`src/rtl/game_state_ctrl.sv`:
```
// -----------------------------------------------------------------------------
// game_state_ctrl
// Game supervisor that sits after the bird controller. It watches the bird
// height and the current pipe, detects ground / ceiling / pipe collisions, runs
// the IDLE -> PLAY -> DEAD -> OVER game flow, turns flap presses into one-clock
// flap pulses and keeps the current score and the best score since reset.
//
// Ports
//   clk        in   system clock
//   rst        in   synchronous reset, active-high
//   tick       in   1 ms game-tick enable, one clk wide
//   flap_btn   in   debounced flap button level
//   bird_v     in   [8:0] bird bottom edge, px above screen bottom
//   pipe_x     in   [9:0] pipe left edge, screen px
//   gap_lo     in   [8:0] bottom of the pipe gap, px
//   gap_hi     in   [8:0] top of the pipe gap, px
//   state      out  [1:0] 0 IDLE, 1 PLAY, 2 DEAD, 3 OVER
//   flap_out   out  one-clk flap pulse to the bird controller
//   freeze     out  1 = bird/pipe motion halted (every state except PLAY)
//   collide    out  one-clk pulse on the tick a collision is detected
//   score      out  [9:0] pipes passed this game, saturating
//   high_score out  [9:0] best score since reset
// -----------------------------------------------------------------------------
module game_state_ctrl #(
  parameter int BIRD_X    = 100,
  parameter int BIRD_W    = 16,
  parameter int BIRD_H    = 12,
  parameter int PIPE_W    = 40,
  parameter int GROUND_Y  = 20,
  parameter int CEIL_Y    = 460,
  parameter int DEAD_MS   = 500,
  parameter int SCORE_MAX = 999
) (
  input  logic       clk,
  input  logic       rst,
  input  logic       tick,
  input  logic       flap_btn,
  input  logic [8:0] bird_v,
  input  logic [9:0] pipe_x,
  input  logic [8:0] gap_lo,
  input  logic [8:0] gap_hi,
  output logic [1:0] state,
  output logic       flap_out,
  output logic       freeze,
  output logic       collide,
  output logic [9:0] score,
  output logic [9:0] high_score
);

  localparam int DC_W = $clog2(DEAD_MS);

  typedef enum logic [1:0] {
    S_IDLE = 2'd0,
    S_PLAY = 2'd1,
    S_DEAD = 2'd2,
    S_OVER = 2'd3
  } state_t;

  state_t            state_reg, state_next;
  logic              flap_q_reg;
  logic              pend_reg, pend_next;
  logic              passed_reg, passed_next;
  logic [DC_W-1:0]   dead_cnt_reg, dead_cnt_next;
  logic [9:0]        score_reg, score_next;
  logic [9:0]        high_reg, high_next;
  logic              flap_out_reg, flap_out_next;
  logic              collide_reg, collide_next;
  logic              freeze_reg, freeze_next;

  // Geometry, widened so none of the sums can wrap.
  logic [9:0]  bird_bot, bird_top;
  logic [10:0] pipe_l, pipe_r;
  logic        rise, ground_hit, ceil_hit, h_overlap, pipe_hit, any_hit, passed_now;

  assign rise       = flap_btn & ~flap_q_reg;
  assign bird_bot   = {1'b0, bird_v};
  assign bird_top   = bird_bot + 10'(BIRD_H);
  assign pipe_l     = {1'b0, pipe_x};
  assign pipe_r     = pipe_l + 11'(PIPE_W);
  assign ground_hit = bird_bot <= 10'(GROUND_Y);
  assign ceil_hit   = bird_top >= 10'(CEIL_Y);
  assign h_overlap  = (pipe_l < 11'(BIRD_X + BIRD_W)) && (pipe_r > 11'(BIRD_X));
  assign pipe_hit   = h_overlap && ((bird_v < gap_lo) || (bird_top > {1'b0, gap_hi}));
  assign any_hit    = ground_hit | ceil_hit | pipe_hit;
  // Pipe fully left of the bird. A respawn at the right edge clears this,
  // which re-arms scoring for the next pipe.
  assign passed_now = pipe_r <= 11'(BIRD_X);

  always_ff @(posedge clk) begin
    if (rst) begin
      state_reg    <= S_IDLE;
      flap_q_reg   <= 1'b0;
      pend_reg     <= 1'b0;
      passed_reg   <= 1'b0;
      dead_cnt_reg <= '0;
      score_reg    <= '0;
      high_reg     <= '0;
      flap_out_reg <= 1'b0;
      collide_reg  <= 1'b0;
      freeze_reg   <= 1'b1;
    end else begin
      state_reg    <= state_next;
      flap_q_reg   <= flap_btn;
      pend_reg     <= pend_next;
      passed_reg   <= passed_next;
      dead_cnt_reg <= dead_cnt_next;
      score_reg    <= score_next;
      high_reg     <= high_next;
      flap_out_reg <= flap_out_next;
      collide_reg  <= collide_next;
      freeze_reg   <= freeze_next;
    end
  end

  always_comb begin
    state_next    = state_reg;
    // A press arriving on the tick cycle itself is kept for the next tick.
    pend_next     = rise | (pend_reg & ~tick);
    passed_next   = tick ? passed_now : passed_reg;
    dead_cnt_next = dead_cnt_reg;
    score_next    = score_reg;
    high_next     = high_reg;
    flap_out_next = 1'b0;
    collide_next  = 1'b0;

    if (tick) begin
      unique case (state_reg)
        S_IDLE: begin
          if (pend_reg) begin
            state_next    = S_PLAY;
            flap_out_next = 1'b1;
            score_next    = '0;
          end
        end
        S_PLAY: begin
          if (any_hit) begin
            // Collision wins over both flap and scoring on the same tick.
            state_next    = S_DEAD;
            collide_next  = 1'b1;
            dead_cnt_next = '0;
            if (score_reg > high_reg) high_next = score_reg;
          end else begin
            if (pend_reg) flap_out_next = 1'b1;
            if (passed_now && !passed_reg && (score_reg != 10'(SCORE_MAX)))
              score_next = score_reg + 10'd1;
          end
        end
        S_DEAD: begin
          if (dead_cnt_reg == DC_W'(DEAD_MS - 1)) state_next = S_OVER;
          else dead_cnt_next = dead_cnt_reg + DC_W'(1);
        end
        S_OVER: begin
          if (pend_reg) state_next = S_IDLE;
        end
        default: state_next = S_IDLE;
      endcase
    end

    freeze_next = (state_next != S_PLAY);
  end

  assign state      = state_reg;
  assign flap_out   = flap_out_reg;
  assign freeze     = freeze_reg;
  assign collide    = collide_reg;
  assign score      = score_reg;
  assign high_score = high_reg;

endmodule
```
`config.mk`:
```
export PLATFORM = sky130hd
export DESIGN_NAME = game_state_ctrl
export DESIGN_NICKNAME = d
export VERILOG_FILES = /design/src/rtl/game_state_ctrl.sv
export SDC_FILE = /design/constraint.sdc
export NUM_CORES = 1
export LEC_CHECK = 0
export ABC_CLOCK_PERIOD_IN_PS = 3500
export CAP_MARGIN = 20
export CORE_MARGIN = 2
export CORE_UTILIZATION = 50
export DETAILED_ROUTE_END_ITERATION = 8
export PLACE_DENSITY_LB_ADDON = 0.05
export SLEW_MARGIN = 20
export SYNTH_ARGS = -nofsm -noshare
export SYNTH_HDL_FRONTEND = slang
export SYNTH_SLANG_ARGS = --single-unit
```
`constraint.sdc`:
```
create_clock -name clk -period 3.5 [get_ports clk]
set_input_delay 0.525 -clock clk [delete_from_list [all_inputs] [get_ports clk]]
set_output_delay 0.525 -clock clk [all_outputs]
set_load 0.005 [all_outputs]
```
# Yosys cells after proc, flatten, opt, wreduce, memory -nomap -nowiden
# Index checks and enable logic that the tools add are counted.
# W data, S select, Z words.
word_totals:
  input_bits: 41
  out_inout_bits: 25
  word_cells: 72
  reg_bits: 37
op_classes:
  n_reduce_logical: 14
  order_cmp: 8
  mux: 17
  n_bitwise: 8
  n_eq_ne: 11
  addsub: 4
op_table:
  columns: ["operator", "count"]
  rows:
  - ["$mux W10", 3]
  - ["$pmux W10 S2", 1]
  - ["$mux W9", 2]
  - ["$pmux W9 S2", 1]
  - ["$add A10 B6 Y11 const B", 1]
  - ["$gt A11 B7 Y1 const B", 1]
  - ["$le A11 B7 Y1 const B", 1]
  - ["$add A10 B1 Y10 const B", 1]
  - ["$add A9 B4 Y10 const B", 1]
  - ["$ge A10 B9 Y1 const B", 1]
  - ["$gt A10 B10 Y1", 1]
  - ["$gt A10 B9 Y1", 1]
  - ["$lt A10 B7 Y1 const B", 1]
  - ["$mux W2", 5]
  - ["$ne A10 B10 Y1 const B", 1]
  - ["$ne A2 B2 Y1 const B", 5]
  - ["$add A9 B1 Y9 const B", 1]
  - ["$eq A9 B9 Y1 const B", 1]
  - ["$le A9 B5 Y1 const B", 1]
  - ["$lt A9 B9 Y1", 1]
  - ["$pmux W2 S4", 1]
  - ["$reduce_and A4 Y1", 2]
  - ["$reduce_and A5 Y1", 1]
  - ["$eq A2 B2 Y1 const B", 2]
  - ["14 further kinds", 25]

# Depth between registers and ports, before layout
# Gate-level depths: netlist of the first run.
depth:
  depth_word: 9
  mapped_depth: 14
  depth_no_buf: 12

# Worst setup path after synthesis of the first run
# No wires, ideal clock.
synth_timing:
  kind: "input -> register"
  start: "in bird_v[2]"
  end: "reg high_reg[0] (netlist: high_score[0])"
  path_stages: 14
  arrival_ns: 2.733
  setup_ns: 0.126
  n_path_buf: 2
  path_slack_ns: 0.641
  cell_sequence: "inv_1 -> ha_1 -> buf_6 -> nor3b_1 -> xor2_1 -> ha_1 -> nand3_1 -> or3_1 -> o21ai_0 -> o22ai_1 -> a21oi_2 -> nor3_1 -> buf_2 -> mux2i_1"
synth_via:
  elab_chain_len: 6
  word_cells_on_any_way: 10
  classes_between: "add/sub (1); order compare (4); bitwise (2); reduce/logical (3)"
synth_lines:
  columns: ["item", "line_no", "source"]
  rows:
  - ["start: declaration", "38", "input logic [8:0] bird_v,"]
  - ["$add A9 B4 Y10", "77", "assign bird_top = bird_bot + 10'(BIRD_H);"]
  - ["$gt A10 B9 Y1", "83", "assign pipe_hit = h_overlap && ((bird_v < gap_lo) || (bird_top > {1'b0, gap_hi}));"]
  - ["$logic_or A1 B1 Y1", "83", null]
  - ["$logic_and A1 B1 Y1", "83", null]
  - ["$or A1 B1 Y1 *", "84", "assign any_hit = ground_hit | ceil_hit | pipe_hit;"]
  - ["$reduce_and A4 Y1 (no source line) *", null, null]
  - ["end signal: assignment", "108", "high_reg <= high_next;"]
  - ["end: declaration", "65", "logic [9:0] high_reg, high_next;"]
# Mark *: on every way between the ends. The rest lies on a longest branch, timed or not.
# A chain may end at the register's enable or synchronous reset.

# Worst setup path in the final report of the first run
layout_timing:
  start: "in bird_v[3]"
  end: "reg freeze_reg (netlist: freeze)"
layout_via:
  elab_chain_len: 9
  word_cells_on_any_way: 13
  classes_between: "add/sub (1); order compare (4); eq/ne (1); mux (3); bitwise (2); reduce/logical (2)"
layout_lines:
  columns: ["item", "line_no", "source"]
  rows:
  - ["$add A9 B4 Y10", "77", null]
  - ["$gt A10 B9 Y1", "83", null]
  - ["$logic_or A1 B1 Y1", "83", null]
  - ["$logic_and A1 B1 Y1", "83", null]
  - ["$or A1 B1 Y1 *", "84", null]
  - ["$mux W2 *", "136", "if (any_hit) begin"]
  - ["$pmux W2 S4 *", "127", "unique case (state_reg)"]
  - ["$mux W2 *", "126", "if (tick) begin"]
  - ["$ne A2 B1 Y1 *", "159", "freeze_next = (state_next != S_PLAY);"]
  - ["end signal: assignment", "111", "freeze_reg <= freeze_next;"]
  - ["end: declaration", "68", "logic freeze_reg, freeze_next;"]
# Marked as above.

==> results of run 1 <==
## per-stage QoR
stage / cell area, um^2 / power [W] / setup slack (ns) / setup TNS, ns / cells
floorplan: 2796 / 0.0005527 / 0.6409 / 0 / 345
global placement: 3645 / 0.0006520 / -0.1966 / -1.956 / 492
detailed placement: 3645 / 0.0006553 / -0.2688 / -2.655 / 492
CTS: 3741 / 0.0009666 / 0.03131 / 0 / 500
global route: 3764 / 0.001016 / 0.04221 / 0 / 501
finish: 3764 / 0.0009608 / 0.2498 / 0 / 501
## cell families (layout without fill, tap and decap cells)
family,after synthesis,count (layout)
muxes,14,14
AOI/OAI and AO/OA,68,68
and+or+nand+nor,131,131
buffers and inverters,48,132
adders and majority gates,34,34
DFF,37,37
xor gates and xnor gates,13,13
## synth_stat cells (3+ instances only)
master    number
inv_1         38
nand2b_1      25
nand3_1       13
or3_1          8
nor2b_1        6
mux2i_1       13
nor2_1        20
xor2_1         9
xnor2_1        4
nand2_1       21
nor3_1        14
o21ai_0       13
clkbuf_1       6
ha_1          34
dfxtp_1       37
nand4_1        6
nor4_1         3
a21o_1         5
o22ai_1        5
a21oi_1       21
## metal layers
layer	GRT usage [%]	up-vias	routed length, um
li1	-	1381	-
met1	23.75	1225	2738
met2	38.12	70	3096
met3	3.182	12	235
met4	9.825	0	153
met5	0	-	0
## layout by cell type (no fill, tap or decap), types with 20 or more instances in the layout
| cell type | Yosys | routed |
|---|---|---|
| dfxtp_1 | 37 | 37 |
| inv_1 | 38 | 38 |
| nand2_1 | 21 | 21 |
| nand2b_1 | 25 | 25 |
| a21oi_1 | 21 | 21 |
| ha_1 | 34 | 34 |
| buf_4 | 0 | 20 |
| clkdlybuf4s50_1 | 0 | 65 |
| nor2_1 | 20 | 20 |
## how the worst max path moves through the flow
| stage | endpoint | slack (ns) | depth (start not counted) |
|---|---|---|---|
| 3_5_place_dp | high_score[4] | -0.27 | 13 |
| 2_1_floorplan | high_score[0] | 0.64 | 14 |
| 6_report | freeze | 0.25 | 14 |
| 4_1_cts | high_score[6] | 0.03 | 13 |
| 3_3_place_gp | high_score[7] | -0.20 | 13 |
| 5_1_grt | dead_cnt_reg[6] | 0.04 | 15 |
## where the power goes
group	switching, W	total, W	leakage (nW)	internal, W
sequential	0.00000481	0.000431	0.299	0.000426
combinational	0.0000992	0.000217	1.15	0.000117
clock	0.000153	0.000313	0.0512	0.000160
## tightest hold or removal path, cell delays in order (launching register included)
cell and delay, ns:
dfxtp_1 0.30, nand2b_1 0.09, a21oi_1 0.05
## cell type report
class / count / area share (%)
Clock buffer: 6 / 2.194
Clock inverter: 2 / 0.3657
Inverter: 38 / 3.790
Multi-Input combinational cell: 260 / 50.00
Sequential cell: 37 / 19.68
Tap cell: 72 / 2.394
Timing Repair Buffer: 86 / 21.58
## timing repair
action,in CTS,in global routing
setup endpoints to repair,0,1
resized for setup,0,2
hold endpoints to repair,0,0
==> reports/qor.csv, run 1 <==
metric,value,unit
"Critical Path, Cell by Cell",clkdlybuf4s50_1 -> inv_1 -> buf_4 -> ha_1 -> inv_1 -> ha_1 -> a211oi_2 -> o22ai_1 -> nor4_1 -> o22ai_1 -> a21oi_2 -> buf_4 -> o22ai_1 -> a211o_1,
Vias/cell,5.365,
ratio of total power to cell area,255.3,mW/mm^2
vias in the first global route,2579,
crit path launch type,primary input,
peak supply drop,0.1759,mV
PortBufs,65,
Multi-input gate area,0.001882,mm^2
Crit. Startpoint,bird_v[3],
Clock Sinks,37,
Slew Limit Fails,0,
Nets,503,
Post-Synthesis Cells,345,
Antenna Cells,0,
drc violations,0,
Post-Synth XOR/XNOR Area,4.072,%
Synth Flop Type,dfxtp_1,
Final Hold Viols,0,
Yosys top cell by area,dfxtp_1,
worst skew pair latency,0.29,ns
post-synthesis cell area,0.002796,mm^2
Hold Crit Start,flap_q_reg,
Hold Crit Class,reg2reg,
sequential share of the synthesized area,26.49,%
reg2reg start,score[0],
outcome,"complete, no violations",
fmax,0.3077,GHz
CTS tree,yes,
layout cells sized above 1,9.557,%
routed len/inst,12.42,um
global-route wire length before repair,10630,um
Worst Hold Path EP,pend_reg,
Seq. cell area,740.7,um^2
I/O pin count,66,
Post-Route WL,6223,um
hpwl dp,4943,um
die span in x,78.79,um
CP top delay family,compound AO/OA/AOI/OAI gates,
first-pass detailed-route iteration total,4,
hold path depth,2,
core area,0.005439,mm^2
Buf/Inv on CP,5,
fin util,69.20,%
clk_skew,0.008096,ns
Worst Setup Path Type,in2reg,
Syn Area/Cell,8.106,um^2
min Tclk post-route,3.250,ns
post-synthesis compound-gate area fraction,16.78,%
Final setup viols,0,
simple-gate portion of the synthesized area,25.59,%
final period utilization,92.86,%
routed via count,2688,
"Max stage delay cell, worst path",clkdlybuf4s50_1,
post-synth top area share,26.49,%
Hold Buf Count CTS,0,
Area Growth Syn to Fin,34.59,%
R2R Path End,score[7],
Tightest Pin Transition,0.5662,ns
Fin Hold WS,0.4818,ns
post-synthesis mux area share,5.056,%
H-tree depth,2,
largest net degree at the start of global routing,29,
Synth Warn #,0,
largest family of logic cells by synthesized area,simple AND/OR/NAND/NOR gates,
Starting Density,51.41,%
Slew HR,61.97,%
post-CTS setup buffer count,0,
CTS buffer count,5,
fraction of the mapped netlist area in adder cells,15.21,%
"Remaining Overflow, GRT",0,
Pleak,1.498,nW
CP required,3.68,ns
die span in y,78.79,um
cell with the most instances on the worst path,o22ai_1,
Die ar.,0.006207,mm^2
R2R setup slack,1.32,ns
Post-synth EDFFs,0,
Clock transition at path regs,0.08,ns
CTS root buffer,clkbuf_8,
CP peak stage delay,0.53,ns
Clock Path Buffers,2,
CP max FO,9,
RSZ-0062 raised after global routing,false,
Reg2Reg Depth,8,
Yosys reg bits,37,
all-layer global routing usage,20.90,%
Final ANT Viol Nets,0,
initial antenna violation count,0,
maximum capacitance violations,0,
Synth cell types,55,
GPL Wtd Cong,0.8811,
syn nets,420,
initial DRC count,90,
row cnt,27,
Worst setup EP type,flip-flop,
most area-consuming cells after synthesis,"dfxtp_1 26%, ha_1 15%, nand2b_1 5.6%",
Post-synth ARST share,0,%
Critical Path AT,3.43,ns
fillcell total,478,
Note: power is estimated with default switching activity, not from simulation.
==> inputs of run 2 (changes only) <==
Settings changed: CTS_CLUSTER_SIZE set to 25.
==> results of run 2 <==
The final DEF is identical to that of run 1; final timing and power are the same.
